===== src/rtl/tns_enc_33_seq_pkg.sv =====
// Shared TNS definitions: Fibonacci-ordered group weights, word widths, encoder
// state type and the per-group weight lookup used by both encoder and decoder.
package tns_enc_33_seq_pkg;

  localparam int BLEN11 = 24;
  localparam int NGRP   = 11;
  localparam int CODE_W = 3 * NGRP;

  // Each weight is at most one more than the sum of all smaller weights, so
  // greedy MSB-first subtraction reaches every value up to TNS_SUM_ALL.
  localparam logic [BLEN11-1:0] TNS01_C = 24'd1;
  localparam logic [BLEN11-1:0] TNS01_B = 24'd2;
  localparam logic [BLEN11-1:0] TNS01_A = 24'd3;
  localparam logic [BLEN11-1:0] TNS02_C = 24'd5;
  localparam logic [BLEN11-1:0] TNS02_B = 24'd8;
  localparam logic [BLEN11-1:0] TNS02_A = 24'd13;
  localparam logic [BLEN11-1:0] TNS03_C = 24'd21;
  localparam logic [BLEN11-1:0] TNS03_B = 24'd34;
  localparam logic [BLEN11-1:0] TNS03_A = 24'd55;
  localparam logic [BLEN11-1:0] TNS04_C = 24'd89;
  localparam logic [BLEN11-1:0] TNS04_B = 24'd144;
  localparam logic [BLEN11-1:0] TNS04_A = 24'd233;
  localparam logic [BLEN11-1:0] TNS05_C = 24'd377;
  localparam logic [BLEN11-1:0] TNS05_B = 24'd610;
  localparam logic [BLEN11-1:0] TNS05_A = 24'd987;
  localparam logic [BLEN11-1:0] TNS06_C = 24'd1597;
  localparam logic [BLEN11-1:0] TNS06_B = 24'd2584;
  localparam logic [BLEN11-1:0] TNS06_A = 24'd4181;
  localparam logic [BLEN11-1:0] TNS07_C = 24'd6765;
  localparam logic [BLEN11-1:0] TNS07_B = 24'd10946;
  localparam logic [BLEN11-1:0] TNS07_A = 24'd17711;
  localparam logic [BLEN11-1:0] TNS08_C = 24'd28657;
  localparam logic [BLEN11-1:0] TNS08_B = 24'd46368;
  localparam logic [BLEN11-1:0] TNS08_A = 24'd75025;
  localparam logic [BLEN11-1:0] TNS09_C = 24'd121393;
  localparam logic [BLEN11-1:0] TNS09_B = 24'd196418;
  localparam logic [BLEN11-1:0] TNS09_A = 24'd317811;
  localparam logic [BLEN11-1:0] TNS10_C = 24'd514229;
  localparam logic [BLEN11-1:0] TNS10_B = 24'd832040;
  localparam logic [BLEN11-1:0] TNS10_A = 24'd1346269;
  localparam logic [BLEN11-1:0] TNS11_C = 24'd2178309;
  localparam logic [BLEN11-1:0] TNS11_B = 24'd3524578;
  localparam logic [BLEN11-1:0] TNS11_A = 24'd5702887;

  localparam logic [BLEN11-1:0] TNS_SUM_ALL = 24'd14930350;

  typedef enum logic [1:0] {IDLE, RUN, DONE} enc_state_e;

  typedef struct packed {
    logic [BLEN11-1:0] a;
    logic [BLEN11-1:0] b;
    logic [BLEN11-1:0] c;
  } tns_wgt_t;

  function automatic tns_wgt_t tns_weights(input logic [3:0] grp);
    tns_wgt_t w;
    case (grp)
      4'd1:    w = {TNS01_A, TNS01_B, TNS01_C};
      4'd2:    w = {TNS02_A, TNS02_B, TNS02_C};
      4'd3:    w = {TNS03_A, TNS03_B, TNS03_C};
      4'd4:    w = {TNS04_A, TNS04_B, TNS04_C};
      4'd5:    w = {TNS05_A, TNS05_B, TNS05_C};
      4'd6:    w = {TNS06_A, TNS06_B, TNS06_C};
      4'd7:    w = {TNS07_A, TNS07_B, TNS07_C};
      4'd8:    w = {TNS08_A, TNS08_B, TNS08_C};
      4'd9:    w = {TNS09_A, TNS09_B, TNS09_C};
      4'd10:   w = {TNS10_A, TNS10_B, TNS10_C};
      4'd11:   w = {TNS11_A, TNS11_B, TNS11_C};
      default: w = '0;
    endcase
    return w;
  endfunction

endpackage


===== src/rtl/tns_enc_33_seq_if.sv =====
// Ready/valid bundle between the data source, the TNS encoder and the bus driver.
interface tns_enc_33_seq_if
  import tns_enc_33_seq_pkg::*;
#(
  parameter int DATA_W = BLEN11
);

  logic [DATA_W-1:0] in_data;
  logic              in_valid;
  logic              in_ready;
  logic [CODE_W-1:0] code_out;
  logic              code_valid;
  logic              code_ready;
  logic              code_err;

  modport master (
    output in_data, in_valid, code_ready,
    input  in_ready, code_out, code_valid, code_err
  );

  modport slave (
    input  in_data, in_valid, code_ready,
    output in_ready, code_out, code_valid, code_err
  );

endinterface


===== src/rtl/tns_enc_33_seq_grp_step.sv =====
// One TNS group: greedy compare-subtract of weights A, B, C in that order.
module tns_grp_step
  import tns_enc_33_seq_pkg::*;
#(
  parameter int DATA_W = BLEN11
) (
  input  logic [DATA_W-1:0] rem_i,
  input  logic [DATA_W-1:0] wA_i,
  input  logic [DATA_W-1:0] wB_i,
  input  logic [DATA_W-1:0] wC_i,
  output logic [2:0]        bits_o,
  output logic [DATA_W-1:0] rem_o
);

  logic [DATA_W-1:0] remAfterA;
  logic [DATA_W-1:0] remAfterB;

  // Each test uses the remainder already reduced by the heavier weights.
  always_comb begin
    bits_o    = 3'b000;
    remAfterA = rem_i;
    remAfterB = '0;
    rem_o     = '0;
    if (rem_i >= wA_i) begin
      bits_o[2] = 1'b1;
      remAfterA = rem_i - wA_i;
    end
    remAfterB = remAfterA;
    if (remAfterA >= wB_i) begin
      bits_o[1] = 1'b1;
      remAfterB = remAfterA - wB_i;
    end
    rem_o = remAfterB;
    if (remAfterB >= wC_i) begin
      bits_o[0] = 1'b1;
      rem_o     = remAfterB - wC_i;
    end
  end

endmodule


===== src/rtl/tns_enc_33_seq.sv =====
// Sequential TNS encoder: one 3-bit group per clock, group 11 first, then the
// finished codeword is held until the downstream handshake.
module tns_enc_33_seq
  import tns_enc_33_seq_pkg::*;
#(
  parameter int DATA_W = BLEN11
) (
  input  logic                   clk,
  input  logic                   rst,
  tns_enc_33_seq_if.slave        bus
);

  enc_state_e        state_q, state_d;
  logic [DATA_W-1:0] rem_q, rem_d;
  logic [3:0]        grp_q, grp_d;
  logic [CODE_W-1:0] code_q, code_d;
  logic              err_q, err_d;

  tns_wgt_t          wgt;
  logic [2:0]        stepBits;
  logic [DATA_W-1:0] stepRem;

  assign wgt = tns_weights(grp_q + 4'd1);

  tns_grp_step #(.DATA_W(DATA_W)) u_step (
    .rem_i  (rem_q),
    .wA_i   (DATA_W'(wgt.a)),
    .wB_i   (DATA_W'(wgt.b)),
    .wC_i   (DATA_W'(wgt.c)),
    .bits_o (stepBits),
    .rem_o  (stepRem)
  );

  always_ff @(posedge clk or posedge rst) begin
    if (rst) begin
      state_q <= IDLE;
      rem_q   <= '0;
      grp_q   <= 4'(NGRP - 1);
      code_q  <= '0;
      err_q   <= 1'b0;
    end else begin
      state_q <= state_d;
      rem_q   <= rem_d;
      grp_q   <= grp_d;
      code_q  <= code_d;
      err_q   <= err_d;
    end
  end

  // The error flag reflects whatever remainder survives the group 1 step.
  always_comb begin
    state_d = state_q;
    rem_d   = rem_q;
    grp_d   = grp_q;
    code_d  = code_q;
    err_d   = err_q;
    case (state_q)
      IDLE: begin
        if (bus.in_valid) begin
          rem_d   = bus.in_data;
          code_d  = '0;
          err_d   = 1'b0;
          grp_d   = 4'(NGRP - 1);
          state_d = RUN;
        end
      end
      RUN: begin
        code_d[3*grp_q +: 3] = stepBits;
        rem_d                = stepRem;
        grp_d                = grp_q - 4'd1;
        if (grp_q == 4'd0) begin
          err_d   = (stepRem != '0);
          grp_d   = 4'(NGRP - 1);
          state_d = DONE;
        end
      end
      DONE: begin
        if (bus.code_ready) begin
          state_d = IDLE;
        end
      end
      default: state_d = IDLE;
    endcase
  end

  assign bus.in_ready   = (state_q == IDLE);
  assign bus.code_valid = (state_q == DONE);
  assign bus.code_out   = code_q;
  assign bus.code_err   = err_q;

endmodule


===== src/flat_wrapper.sv =====
// flat-port wrapper written by rule: the top's interface ports become plain ports
module tns_enc_33_seq_flat import tns_enc_33_seq_pkg::*;
#(
  parameter int DATA_W = BLEN11
)
  (clk, rst, bus_in_data, bus_in_valid, bus_code_ready, bus_in_ready, bus_code_out, bus_code_valid, bus_code_err);
  tns_enc_33_seq_if #(.DATA_W(DATA_W)) bus_i ();
  input  logic clk;
  input  logic rst;
  input wire logic [$bits(bus_i.in_data)-1:0] bus_in_data;
  input wire logic [$bits(bus_i.in_valid)-1:0] bus_in_valid;
  input wire logic [$bits(bus_i.code_ready)-1:0] bus_code_ready;
  output wire logic [$bits(bus_i.in_ready)-1:0] bus_in_ready;
  output wire logic [$bits(bus_i.code_out)-1:0] bus_code_out;
  output wire logic [$bits(bus_i.code_valid)-1:0] bus_code_valid;
  output wire logic [$bits(bus_i.code_err)-1:0] bus_code_err;
  assign bus_i.in_data = bus_in_data;
  assign bus_i.in_valid = bus_in_valid;
  assign bus_i.code_ready = bus_code_ready;
  assign bus_in_ready = bus_i.in_ready;
  assign bus_code_out = bus_i.code_out;
  assign bus_code_valid = bus_i.code_valid;
  assign bus_code_err = bus_i.code_err;
  tns_enc_33_seq #(.DATA_W(DATA_W)) u_core (.clk(clk), .rst(rst), .bus(bus_i));
endmodule

===== config.mk =====
export PLATFORM = sky130hd
export DESIGN_NAME = tns_enc_33_seq_flat
export DESIGN_NICKNAME = d
export VERILOG_FILES = /design/src/rtl/tns_enc_33_seq_pkg.sv /design/src/rtl/tns_enc_33_seq_if.sv /design/src/rtl/tns_enc_33_seq_grp_step.sv /design/src/rtl/tns_enc_33_seq.sv /design/src/flat_wrapper.sv
export SDC_FILE = /design/constraint.sdc
export NUM_CORES = 1
export LEC_CHECK = 0
export ABC_AREA = 1
export BUFFER_PORTS_ARGS = -buffer_cell sky130_fd_sc_hd__buf_2
export CORE_MARGIN = 2
export CORE_UTILIZATION = 45
export DETAILED_ROUTE_END_ITERATION = 10
export PLACE_DENSITY = 0.72
export SYNTH_ARGS = -nofsm -noshare
export SYNTH_HDL_FRONTEND = slang
export SYNTH_HIERARCHICAL = 1
export SYNTH_SLANG_ARGS = --single-unit

===== constraint.sdc =====
create_clock -name clk -period 9.4 [get_ports clk]
set_input_delay 2.82 -clock clk [delete_from_list [all_inputs] [get_ports clk]]
set_output_delay 2.82 -clock clk [all_outputs]
set_load 0.02 [all_outputs]

# Yosys cells after proc, flatten, opt, wreduce, memory -nomap -nowiden
# Memories as Yosys holds them, arrays and structs flattened.
# Cells that the tools add are included.
# Widths: inputs -> output; s select.
[totals]
rom_bits = 960
inputBits = 28
regBits = 64
n_memories = 1
word_cells = 51
output_inout_bits = 36
[mem_list]
columns = ["name", "depth", "word_bits", "read_ports", "rd_ports_with_merged_regs", "wr", "line", "rtl"]
rows = [
  ["(name not given)", 16, 60, 1, 0, 0, "tns_enc_33_seq_pkg.sv:57", "case (grp)"],
]
[op_classes]
magnitude_cmp = 3
shift = 2
multipliers = 1
n_eq_ne = 5
mux = 21
addsub = 6
n_reduce_logical = 7
[op_table]
columns = ["operator", "count"]
rows = [
  ["$mux 24", 4],
  ["$ge 24x24->1", 3],
  ["$sub 24x24->24", 3],
  ["$pmux 33 s2", 1],
  ["$pmux 24 s2", 1],
  ["$neg 6->34", 1],
  ["$shift 3x34->33 const A", 1],
  ["$shiftx 3x34->33", 1],
  ["$bwmux 33", 1],
  ["$mux 33", 1],
  ["$reduce_bool 24->1", 1],
  ["$mux 4", 2],
  ["$pmux 4 s2", 1],
  ["$mul 2x4->6 const A", 1],
  ["$mux 2", 3],
  ["$pmux 2 s3", 1],
  ["$reduce_and 3->1", 2],
  ["$mux 1", 5],
  ["$add 4x1->4 const B", 1],
  ["$logic_not 4->1", 1],
  ["$ne 2x2->1 const B", 2],
  ["$sub 4x1->4 const B", 1],
  ["$eq 2x1->1 const B", 1],
  ["$eq 2x2->1 const B", 1],
  ["5 further kinds", 5],
]

# Logic depth before layout (Yosys ltp)
# Gate-level depths: netlist of run 1.
# An unclocked memory read counts as a cell.
[logic_depth]
depth_word = 11
depth_mapped = 54
ltp_nobuf = 52

# Hierarchy
# The synthesis of run 1 kept the hierarchy.
[modules_own_cells]
columns = ["mod", "seq_area_each_um2", "area_per_inst_um2", "cells_each", "instances"]
rows = [
  ["tns_grp_step", 0.0, 6024.5, 1168, 1],
  ["tns_enc_33_seq", 1604.0, 3713.6, 475, 1],
]

# Least setup slack after synthesis of run 1
# OpenSTA, ideal clock, no wires.
[synth_path]
path_type = "flip-flop to flip-flop"
startpoint = "register u_core.grp_q[1]"
endpoint = "register u_core.err_q (netlist: u_core/bus.code_err)"
t_required_ns = 9.281
synth_period_minus_slack_ns = 6.766
arrival_time_ns = 6.648
stages_incl_launch_ff = 47
path_buffers = 4
setup_ns = 0.119
path_slack_ns = 2.634
path_cell_list = "dfstp_2 -> ha_1 -> inv_1 -> ha_1 -> inv_1 -> nand2_4 -> o21ai_0 -> ha_1 -> inv_1 -> fa_1 -> nand2_1 -> nand2_1 -> nand3_1 -> nand3_1 -> nand2_1 -> nand3_2 -> buf_6 -> buf_12 -> (+11 left out) -> buf_4 -> nand2_1 -> nand2_1 -> ha_1 -> inv_1 -> fa_1 -> a21oi_1 -> o21ai_2 -> nand3_1 -> nand4_2 -> inv_2 -> buf_4 -> o21ai_1 -> nor2_1 -> nand3_1 -> nor2_1 -> nand2_1 -> o21a_1"
[synth_lines]
columns = ["element", "line", "rtl"]
rows = [
  ["start: declaration", "tns_enc_33_seq.sv:15", "logic [3:0] grp_q, grp_d;"],
  ["start signal: assignment", "tns_enc_33_seq.sv:38", "grp_q <= 4'(NGRP - 1);"],
  ["start signal: assignment", "tns_enc_33_seq.sv:44", "grp_q <= grp_d;"],
  ["end signal: assignment", "tns_enc_33_seq.sv:46", "err_q <= err_d;"],
  ["end: declaration", "tns_enc_33_seq.sv:17", "logic err_q, err_d;"],
]

==> key figures, run 1 <==
Die
  – Initial cell density of the core: 46.0%
  – Die W: 151 um
  – Core area: 0.0212 mm^2
  – FP Rows: 53
  – I/O pin count: 64
  – Die height: roughly 150 um
  – Die ar.: 0.0228 mm^2

Final layout
  – Fillers: between 2k and 2.5k
  – Layout cells sized above 1: between 10% and 20%
  – Layout net count: 1835
  – Area growth syn-to-layout: 9.75%
  – Final Non-Filler Cells: between 1.5k and 2k

Worst setup path
  – Setup crit end kind: register
  – Crit path max-delay family: simple AND/OR/NAND/NOR gates
  – Crit path arrival time: 9170 ps
  – Crit path required time: 9630 ps
  – Worst Setup Path Type: reg -> reg
  – Max stage delay on crit path: 580 ps
  – Buf+Inv Stages, Crit Path: 9
  – Critical path launch point type: register
  – CP dominant cell by count: nand2_1
  – Crit-path max FO: 23
  – Critical-path top delay cell: dfstp_2

Synth
  – Top cell type's share of synthesized area: between 20 and 25%
  – FF+latch count, synth: 64
  – Yosys top cell by area: nand2_1
  – Sequential share of the synthesized area: 16.5%
  – Top_reg_cell synth: dfrtp_1
  – Synth area leaders: nand2_1, dfrtp_1, ha_1
  – Post-synth top cells: nand2_1, inv_1, nand3_1
  – Most frequent cell after synthesis: nand2_1
  – Synth warn: 6
  – Unique masters post-synth: 49
  – Syn_area_per_cell: 5.93 um^2
  – EDFF count, synth: 0
  – Area of the mapped netlist: between 0.009 and 0.01 mm^2
  – Cells after Synth: 1643
  – Post-synth ARST share: 100%

STA
  – Fin Setup TNS: 0 ps
  – Fin crit share: 95.1%
  – Slew @ Worst Pin: 828 ps
  – Relative slew slack: 44.8%
  – Minimum clock period: 8940 ps
  – Final setup vio count: 0
  – Unrepaired setup endpoints after global routing: no
  – Slew Limit Fails: 0
  – Final hold violations: 0
  – Skew final: 5.70 ps
  – Fmax achieved: 0.112 GHz

Route
  – Final WL: 35700 um
  – Drt wl/cell: between 15 and 20 um
  – Post-DR vias/cell: 5.47
  – Via count: 10.9k
  – # DRC: 0
  – Drt pass-1 iters: 6
  – Initial DRC count: 1024
  – Routed Antenna Nets: 0

Job
  – # Max-Cap Violations: 0

Global route
  – Number of global-route vias before repair: around 10k
  – Largest net degree at the start of global routing: 65
  – Gr usage total: 31.3%
  – Antenna violations before repair: 1
  – Grt ovf: 0
  – First-pass GRT wire length: 54500 um

CTS
  – Root Buffer: clkbuf_16
  – Sink Count: 64
  – TritonCTS clock tree: built
  – Clk buf depth: 2
  – Worst-path clk slew: 60 ps
  – Skew-Pair Late Insertion Delay: approximately 340 ps
  – Cts bufs inserted: 9
  – H-tree Lvls: 3

Placement
  – Quantity of I/O buffers inserted on ports: 63
  – Post-DP HPWL: 30000 um
  – # placed instances: roughly 2.0k
  – Routability Congestion: 1.02

Worst hold path
  – Worst hold path class: reg -> reg

Run status
  – Status: finished clean
## per-stage QoR
step | setup slack (ps) | hold WS, ps | area [um^2] | utilization, %
4_1_cts | 425 | 498 | 10600 | 50.3
3_5_place_dp | 453 | 485 | 10300 | 48.7
3_3_place_gp | 572 | 481 | 10300 | 48.7
5_1_grt | 2.01 | 525 | 10700 | 50.5
2_1_floorplan | 2630 | 474 | 9780 | -
6_report | 464 | 496 | 10700 | 50.5
## cells in the final DEF (no fill, tap or decap), drive strengths merged, types with 2 or more instances in the layout
cell        n
nor2      128
xor2       12
buf        74
dfrtp      62
nand3b     10
nor3       19
nand3     172
a22oi       2
clkbuf     10
clkinvlp    2
o21ai      74
ha         91
bufinv      2
o21bai      9
conb       12
o211ai     22
a21oi      75
fa          3
clkinv      4
inv       284
nand2     543
or2        13
dfstp       2
o31ai       2
and2       27
o21a        3
xnor2      18
nand4      37
a21boi      3
## routing by layer
metal  vias to the layer above  GRT usage [%]  part of all wire (%)
met3                        82           3.95                   6.9
met2                       447           50.9                    46
met4                         0           13.8                   4.3
met1                      5002           41.8                    43
li1                       5377              -                     -
met5                         -              0                     0
## timing repair
item	in CTS	in global routing
buffers inserted	0	2
endpoints found under the setup margin	0	10
hold buffers	0	0
gates resized for setup	0	6
## final cells by class
type / count / area (um^2) / share of cell area, %
Clock buffer: 10 / 239 / 2.24
Timing Repair inverter: 1 / 5.00 / 0.0468
Timing Repair Buffer: 74 / 410 / 3.84
Clock inverter: 6 / 91.3 / 0.855
Tap cell: 275 / 344 / 3.22
Sequential cell: 64 / 1600 / 15.0
Inverter: 285 / 1080 / 10.1
Multi-Input combinational cell: 1278 / 6910 / 64.7
Antenna cell: 1 / 2.50 / 0.0234
## logic make-up (layout without fill, tap and decap cells)
group                    count (synthesis)  count (layout)  synth area share [%]
XOR/XNOR                                30              30                  2.89
adder cells (fa/ha/maj)                 94              94                  12.3
AO/OA/AOI/OAI                          193             193                  11.2
buffers and inverters                  313             376                  13.1
AND/OR/NAND/NOR                        948             949                  44.0
flip-flops                              64              64                  16.5
other                                    1              13                0.0385
## path summary, 6_finish.rpt
| check | start | endpoint | slack [ps] | cells after the start |
|---|---|---|---|---|
| max | u_core/grp_q[1] | u_core/bus.code_err | 460 | 41 |
| min | u_core/bus.code_out[18] | u_core/bus.code_out[18] | 500 | 2 |
| max reg2reg | u_core/grp_q[1] | u_core/bus.code_err | 460 | 41 |
| min reg2reg | u_core/bus.code_out[18] | u_core/bus.code_out[18] | 500 | 2 |
| max in group asynchronous | rst | u_core/rem_q[6] | 6130 | 3 |
| min in group asynchronous | rst | u_core/rem_q[14] | 2720 | 3 |
## worst min-delay path, stage by stage (launching register included)
cell and delay, ps:
dfrtp_1 340, nand3_1 70, nand2_1 50
## flip-flops by register name (all words and copies together) (netlist names)
name,cells
u_core/bus.code_out,33
u_core/rem_q,24
u_core/bus.code_err,1
u_core/state_q,2
u_core/grp_q,4
Power of run 1 is left out: the tool's default activity adds up to more than one toggle a clock period on the data nets, which glitch-free logic cannot reach.
==> run 2, diff against run 1 <==
Settings changed: CORE_ASPECT_RATIO from default to 1.75.
==> run 2 against run 1 <==
  * Flip-flop and latch count is the same
  * Routed wire length increased by 15%
  * Sequential share of layout area hardly changed
  * First-iteration DRC count is 21% lower
  * Via count increased by 2.0%
  * Global-route usage rose by 5.0 points
  * Clock-buffer cell count decreased by 1
  * Cell area is essentially flat
  * Fmax up 0.52%
  * Cell count grew 0.75%
  * Setup slack improved by 47 ps
  * Die area grew 0.20%
  * Critical path type unchanged
  * Critical endpoint is now u_core/rem_q[8]
==> key figures, run 2 (synthesis results as in run 1) <==
STA
  – Minimum clock period: 8890 ps (-46.6 ps)
  – Unrepaired setup endpoints after global routing: no
  – Final setup vio count: 0 (unchanged)
  – Slew @ Worst Pin: 902 ps (+74.4 ps)
  – Fin crit share: 94.6% (-0.50 points)
  – Final WS setup: 511 ps (+46.6 ps)
  – Skew final: 5.56 ps (-0.131 ps)
  – Relative slew slack: 39.8% (-5.0 points)
  – Final hold violations: 0 (unchanged)
  – Hold slack final: 498 ps (+2.57 ps)
  – Fin Setup TNS: 0 ps (unchanged)
  – Slew Limit Fails: 0 (unchanged)
  – Fmax achieved: 0.112 GHz (+0.52%)

Worst setup path
  – CP dominant cell by count: inv_1
  – Buf+Inv Stages, Crit Path: 10 (+1)
  – Critical path launch point type: register
  – Critical-path top delay cell: dfstp_2
  – Crit path arrival time: 9110 ps (-60 ps)
  – Worst Setup Path Type: reg -> reg
  – Max stage delay on crit path: 590 ps (about the same)
  – Crit path required time: 9620 ps (about the same)
  – Setup crit end kind: register
  – Crit path max-delay family: adder cells
  – Crit-path max FO: 23 (unchanged)

Die
  – Core area: 0.0214 mm^2 (+1.2%)
  – Die ar.: 0.0229 mm^2 (+0.20%)
  – Die height: 199 um (+31%)
  – I/O pin count: 64 (unchanged)
  – Die W: 115 um (-24%)
  – Initial cell density of the core: 45.5% (-0.55 points)
  – FP Rows: 71 (+34%)

Run status
  – Status: finished clean

CTS
  – Sink Count: 64 (unchanged)
  – Skew-Pair Late Insertion Delay: 350 ps (about the same)
  – Post-CTS Hold Fix Bufs: 0 (unchanged)
  – Cts bufs inserted: 9 (unchanged)
  – TritonCTS clock tree: built
  – Root Buffer: clkbuf_16
  – H-tree Lvls: 3 (unchanged)
  – Worst-path clk slew: 60 ps (about the same)
  – Clk buf depth: 2 (unchanged)

Placement
  – Routability Congestion: 1.06 (+4.2%)
  – Pre-CTS setup slack: 644 ps (+191 ps)
  – Quantity of I/O buffers inserted on ports: 63 (unchanged)
  – Placed inst area: 0.0103 mm^2 (+0.35%)
  – Post-DP HPWL: 34600 um (+15%)

Route
  – Final WL: 40900 um (+15%)
  – Post-DR vias/cell: 5.54 (+1.2%)
  – Via count: 11.1k (+2.0%)
  – Drt wl/cell: 20.4 um (+14%)
  – Routed Antenna Nets: 0 (unchanged)
  – # DRC: 0 (unchanged)
  – Initial DRC count: 811 (-21%)
  – Drt pass-1 iters: 6 (unchanged)

Final layout
  – Multi-input logic area: 0.00692 mm^2 (about the same)
  – Layout cells sized above 1: 10.5% (-0.23 points)
  – Commonest non-fill, non-tap cell in the layout: nand2_1
  – Reg area: 0.00160 mm^2 (unchanged)
  – Ant diodes: 0 (-1)
  – Fillers: 2354 (+4.8%)
  – Most frequent cells in the layout: nand2_1, inv_1, nand3_1
  – Fin area: 0.0107 mm^2 (about the same)
  – Layout net count: 1834 (-0.054%)
  – Number of flip-flops in the largest register: 33 (unchanged)
  – Area growth syn-to-layout: 9.70% (about the same)

Global route
  – Largest net degree at the start of global routing: 65 (unchanged)
  – Number of global-route vias before repair: 11.3k (+11%)
  – First-pass GRT wire length: 61700 um (+13%)
  – Grt ovf: 0 (unchanged)
  – Gr usage total: 36.4% (+5.0 points)
  – Antenna violations before repair: 0 (-1)

Worst hold path
  – Worst hold path class: reg -> reg

Job
  – # Max-Cap Violations: 0 (unchanged)
-- run 2: final cells by class --
| cell class | count | share of cell area [%] |
|---|---|---|
| inverter | 285 | 10.0 |
| clock buffer | 9 | 2.11 |
| tap | 292 | 3.42 |
| clock inverter | 7 | 0.960 |
| sequential | 64 | 15.0 |
| multi-input combinational | 1278 | 64.7 |
| timing repair buffer | 74 | 3.72 |
-- run 2: repair_timing --
action | in CTS | in global routing
resized for setup | 0 | 3
setup endpoints to repair | 0 | 2
setup buffers | 0 | 0
-- run 2: per-layer routing --
metal / vias up / wire (um) / global-route usage, %
met5: - / 0 / 0
met4: 0 / 4380 / 33.2
met1: 5116 / 13700 / 34.1
li1: 5362 / - / -
met2: 451 / 21000 / 66.5
met3: 198 / 1850 / 4.81
-- run 2: stage by stage --
stage	cells	util, %
after floorplan	1654	-
final	2009	49.9
after global placement	1992	48.3
after global routing	2009	49.9
after CTS	2008	49.8
after detailed placement	1992	48.3
-- run 2: worst register-to-register path: cells and delay by family, from the launching register on --
kind | cells | cell delay, ps
and+or+nand+nor | 12 | 1730
adders and majority gates | 7 | 2300
buffers and inverters | 10 | 1870
AOI/OAI and AO/OA | 10 | 2270
DFF | 1 | 590
-- run 2: final timing paths --
| kind | startpoint | endpoint | slack, ps | depth (start not counted) |
|---|---|---|---|---|
| hold reg to reg | u_core/bus.code_out[21] | u_core/bus.code_out[21] | 500 | 2 |
| hold / removal | u_core/bus.code_out[21] | u_core/bus.code_out[21] | 500 | 2 |
| setup reg to reg | u_core/grp_q[1] | u_core/rem_q[8] | 510 | 39 |
| min in group asynchronous | rst | u_core/bus.code_out[4] | 2720 | 3 |
| setup / recovery | u_core/grp_q[1] | u_core/rem_q[8] | 510 | 39 |
| max in group asynchronous | rst | u_core/bus.code_out[1] | 6070 | 3 |
Power of run 2 is left out for the same reason.
